## src/rtl/arb_muxn.sv

```systemverilog
// N-channel valid/ready stream multiplexer with fixed-priority or round-robin
// arbitration, packet locking on `last`, and a registered output stage.
module arb_muxn #(
    parameter int unsigned WIDTH = 8,
    parameter int unsigned N     = 4,
    parameter int unsigned RR    = 1,
    parameter int unsigned SELW  = $clog2(N)
) (
    input  logic                 clk,
    input  logic                 reset,
    input  logic [N*WIDTH-1:0]   in_data,
    input  logic [N-1:0]         in_valid,
    input  logic [N-1:0]         in_last,
    output logic [N-1:0]         in_ready,
    output logic [WIDTH-1:0]     out_data,
    output logic                 out_valid,
    output logic                 out_last,
    output logic [SELW-1:0]      out_sel,
    input  logic                 out_ready
);

    localparam logic [SELW-1:0] LAST_CH = SELW'(N - 1);

    logic [SELW-1:0]  ptr;
    logic [SELW-1:0]  lock_ch;
    logic             locked;
    logic             load;
    logic             grant_valid;
    logic [SELW-1:0]  grant;
    logic [SELW-1:0]  cand;
    logic [WIDTH-1:0] grant_data;
    logic             grant_last;
    logic [SELW-1:0]  next_ptr;

    assign load = !out_valid || out_ready;

    // A locked packet owns the port; otherwise scan from ptr (RR) or from 0.
    always_comb begin
        grant_valid = 1'b0;
        grant       = '0;
        cand        = '0;
        if (locked) begin
            grant_valid = in_valid[lock_ch];
            grant       = lock_ch;
        end else begin
            for (int unsigned k = 0; k < N; k++) begin
                if (RR != 0) begin
                    cand = SELW'((32'(ptr) + k) % N);
                end else begin
                    cand = SELW'(k);
                end
                if (!grant_valid && in_valid[cand]) begin
                    grant_valid = 1'b1;
                    grant       = cand;
                end
            end
        end
    end

    always_comb begin
        grant_data = '0;
        in_ready   = '0;
        for (int unsigned i = 0; i < N; i++) begin
            if (grant == SELW'(i)) begin
                grant_data = in_data[i*WIDTH +: WIDTH];
            end
            in_ready[i] = !reset && load && grant_valid && (grant == SELW'(i));
        end
    end

    assign grant_last = in_last[grant];
    assign next_ptr   = (grant == LAST_CH) ? '0 : grant + SELW'(1);

    // Output register, lock state and round-robin pointer.
    always_ff @(posedge clk) begin
        if (reset) begin
            out_valid <= 1'b0;
            out_data  <= '0;
            out_last  <= 1'b0;
            out_sel   <= '0;
            ptr       <= '0;
            locked    <= 1'b0;
            lock_ch   <= '0;
        end else if (load) begin
            if (grant_valid) begin
                out_valid <= 1'b1;
                out_data  <= grant_data;
                out_last  <= grant_last;
                out_sel   <= grant;
                if (grant_last) begin
                    locked <= 1'b0;
                    if (RR != 0) begin
                        ptr <= next_ptr;
                    end
                end else begin
                    locked  <= 1'b1;
                    lock_ch <= grant;
                end
            end else begin
                out_valid <= 1'b0;
            end
        end
    end

endmodule

```

## config.mk

```make
export PLATFORM = sky130hd
export DESIGN_NAME = arb_muxn
export DESIGN_NICKNAME = d
export VERILOG_FILES = /design/src/rtl/arb_muxn.sv
export SDC_FILE = /design/constraint.sdc
export NUM_CORES = 1
export LEC_CHECK = 0
export BUFFER_PORTS_ARGS = -buffer_cell sky130_fd_sc_hd__buf_2
export CAP_MARGIN = 20
export CORE_MARGIN = 5
export CORE_UTILIZATION = 40
export CTS_CLUSTER_SIZE = 40
export DETAILED_ROUTE_END_ITERATION = 8
export PLACE_DENSITY_LB_ADDON = 0.1
export SLEW_MARGIN = 20
export SYNTH_ARGS = -nofsm -noshare
export SYNTH_HDL_FRONTEND = slang
export SYNTH_SLANG_ARGS = --single-unit
```

## constraint.sdc

```tcl
create_clock -name clk -period 2.41 [get_ports clk]
set_clock_uncertainty 0.1 [all_clocks]
set_input_delay 0.241 -clock clk [delete_from_list [all_inputs] [get_ports clk]]
set_output_delay 0.241 -clock clk [all_outputs]
set_load 0.02 [all_outputs]
```

==> metrics.md <==
| Metric | Value |
|---|---|
| CTS tree | done |
| Post-DR vias/cell | 5.34 |
| RSZ-0062 raised after global routing | true |
| Die width | approximately 65 um |
| Global route total overflow | 0 |
| DPL Wire Length | around 2700 um |
| Iter 0 DRT Violations | 32 |
| CP Cell Sequence | buf_4 > o21bai_1 > o31a_1 > ha_1 > nor2b_2 > buf_4 > a221oi_1 > nor3_1 > a21oi_1 > a211oi_1 |
| Pin count of the biggest net entering global routing | 22 |
| R2R setup slack | roughly 90 ps |
| CTS buffer count | 3 |
| GPL Wtd Cong | roughly 0.82 |
| Multi-input logic area | 886 um^2 |
| TritonRoute pass-1 iters | 4 |
| Port Buffers | 58 |
| Crit path buf inv count | 2 |
| First-pass GRT wire length | ~5800 um |
| Die H | 65.3 um |
| Placed Area | between 1500 and 2000 um^2 |
| Most common cell after layout, fill and taps aside | buf_2 |
| # DRC | 0 |
| Critical path class | flop to flop |
| Vias in the first global route | 1313 |
| Leakage | 0.815 nW |
| Synthesized instance count | between 100 and 150 |
| Area leader, netlist | dfxtp_1 |
| Maxcap violations | 0 |
| Period utilization | a little over nine tenths |
| Top Ports | 59 |
| Number of diodes | 0 |
| Power Density | approximately 1300 nW/um^2 |
| Hold-fix buffers, CTS | 0 |
| Sequential element share of the synthesized area | around 28% |
| Minimum clock period | 2320 ps |
| Worst r2r src | locked |
| CTS Sinks | 17 |
| Hold crit path type | primary input to flop |
| Hold path start | out_ready |
| Post-Syn Nets | ~190 |
| DIE AREA | 4260 um^2 |
| Area grow syn2layout | 41.8% |
| Crit-path most repeated cell | buf_4 |
| Seq cells post-synth | 17 |
| Critical path depth | 10 |
| Clk pin slew, worst setup/hold paths | 100 ps |
| Slew Limit Fails | 0 |
| Detailed-route wire length | about 3400 um |
| Syn_area_per_cell | 8.43 um^2 |
| Distinct cell type count of the synthesized netlist | 38 |
| Final nets | 261 |
| Warnings, synthesis | 0 |
| Synthesized area | 1220 um^2 |
| R2R cell count | 10 |
| Crit path DAT | approximately 2400 ps |
| Crit Path Max Fanout | 7 |
| Ratio of cells with drive above 1 in the final layout | between 50% and 60% |
| Status | finished clean |
| Critical Path Source | locked |
| Fmax achieved | between 400 and 500 MHz |
| Initial Utilization | between 40% and 50% |
| Finish-stage setup viols | 0 |
| Placement row count | 20 |
| Fin area | roughly 1700 um^2 |
| Longest Clk Path Bufs | 2 |
| Detail Route Antenna Nets | 0 |
| Routed via count | about 1300 |
| Synth top area cells | dfxtp_1, a211oi_1, a21oi_1 |
| Critical path's largest stage delay | approximately 350 ps |
| WL/cell | around 14 um |
| H-Tree Depth | 1 |
| Delay-heaviest family, CP | compound AO/OA/AOI/OAI gates |
| Commonest cells after routing, fill and taps aside | buf_2, buf_4, nor2_1 |
| Worst slew pin tran | approximately 500 ps |
| Setup TNS | 0 ps |
| Fill cells | between 200 and 300 |
| Data required, critical path | between 2000 and 2500 ps |
| Slowest stage cell, crit path | dfxtp_2 |
| Worst skew pair latency | between 200 and 300 ps |
| CTS Root Cell | clkbuf_4 |
| Startpoint types | flop |
| Final Hold Vio Count | 0 |
| FF+latch area | 348 um^2 |
| Core area | between 3000 and 4000 um^2 |
| Slew HR | between 60% and 70% |
| Antenna violations before repair | 0 |
| Worst ir drop on vdd | approximately 0.49 mV |
| Crit end category | flop |
| WHS Path Cells | 4 |
| Synth top area share | between 20 and 30% |
| GR Util All Layers | 16.8% |
[power by group]
part | leakage (nW) | internal [mW] | switching [mW]
Combinational | 0.655 | 0.732 | 0.877
Clock | 0.0177 | 0.0616 | 0.0933
Sequential | 0.142 | 0.414 | 0.0831
Total | 0.815 | 1.21 | 1.05
[repair_timing]
action                                  CTS  global route
endpoints found under the hold margin     0             0
resized for setup                         6            18
endpoints found under the setup margin    6            12
pin swaps                                 1             5
buffers inserted                          1             3
[logic make-up after synthesis]
logic type	count (synthesis)	share of synthesized area (%)
AOI/OAI and AO/OA	47	30.3
buffers and inverters	14	7.16
adders and majority gates	4	4.09
DFF	17	27.8
and+or+nand+nor	57	24.6
muxes	6	6.04
[state kept, by name (all words and copies together), names as in the netlist]
register	flops
out_data	8
lock_ch	2
ptr	2
locked	1
out_last	1
out_valid	1
out_sel	2
[cell type report]
class	count	share of cell area (%)
inverter	4	0.866
sequential	17	20.1
clock inverter	1	0.289
clock buffer	3	1.30
timing repair buffer	74	24.0
tap	33	2.38
multi-input combinational	114	51.1
[metrics by stage]
stage	power, mW	utilization (%)	hold WS (ps)	cells	setup WS, ps
after floorplan	1.53	-	214	145	39.6
after global placement	1.87	52.3	365	238	-13.7
after detailed placement	1.90	52.3	373	238	-78.6
after CTS	2.13	54.7	134	243	30.2
after global routing	2.46	57.7	159	246	-42.6
final	2.26	57.7	145	246	88.4
[worst reg2reg max path: cells and delay by family, from the launching register on]
kind	cells	cell delay, ps
fa+ha+maj	1	240
buf+inv	2	320
simple gates	2	240
compound gates	5	950
flops	1	350
[layer usage]
| metal | wire, um | vias to the layer above | track usage (%) |
|---|---|---|---|
| li1 | - | 672 | - |
| met3 | 237 | 2 | 3.08 |
| met4 | 26 | 0 | 4.66 |
| met1 | 1500 | 599 | 20.5 |
| met2 | 1660 | 41 | 29.8 |
| met5 | 0 | - | 0 |
[final timing paths]
kind	endpoint
worst max register to register	out_data[3]
worst max-delay path	out_data[3]
worst min-delay path	out_valid
worst min register to register	out_last
[synth_stat cells]
library cell  number
a211oi_2           1
mux4_2             1
o21ai_1            1
o21bai_1           1
nor4_1             1
ha_1               4
nand2b_4           1
buf_6              2
inv_1              3
a21oi_2            4
nand2b_1           2
nor2_1            16
a2111o_1           1
o21ai_0            2
nor3_1             7
a21oi_1           13
a21boi_2           1
o31a_1             1
mux2_2             1
a311oi_2           1
inv_2              1
clkbuf_8           2
a2111oi_4          1
nand3_1            2
and3_1             4
o211a_1            1
a31oi_1            1
nand2_1           10
clkbuf_1           6
dfxtp_1           17
mux2i_1            4
o21ai_2            1
nor2b_1           10
a211oi_1           9
a21o_1             1
nand3_2            3
a221oi_1           7
nand3b_1           1
No activity file was read; power rests on OpenSTA's default activity.
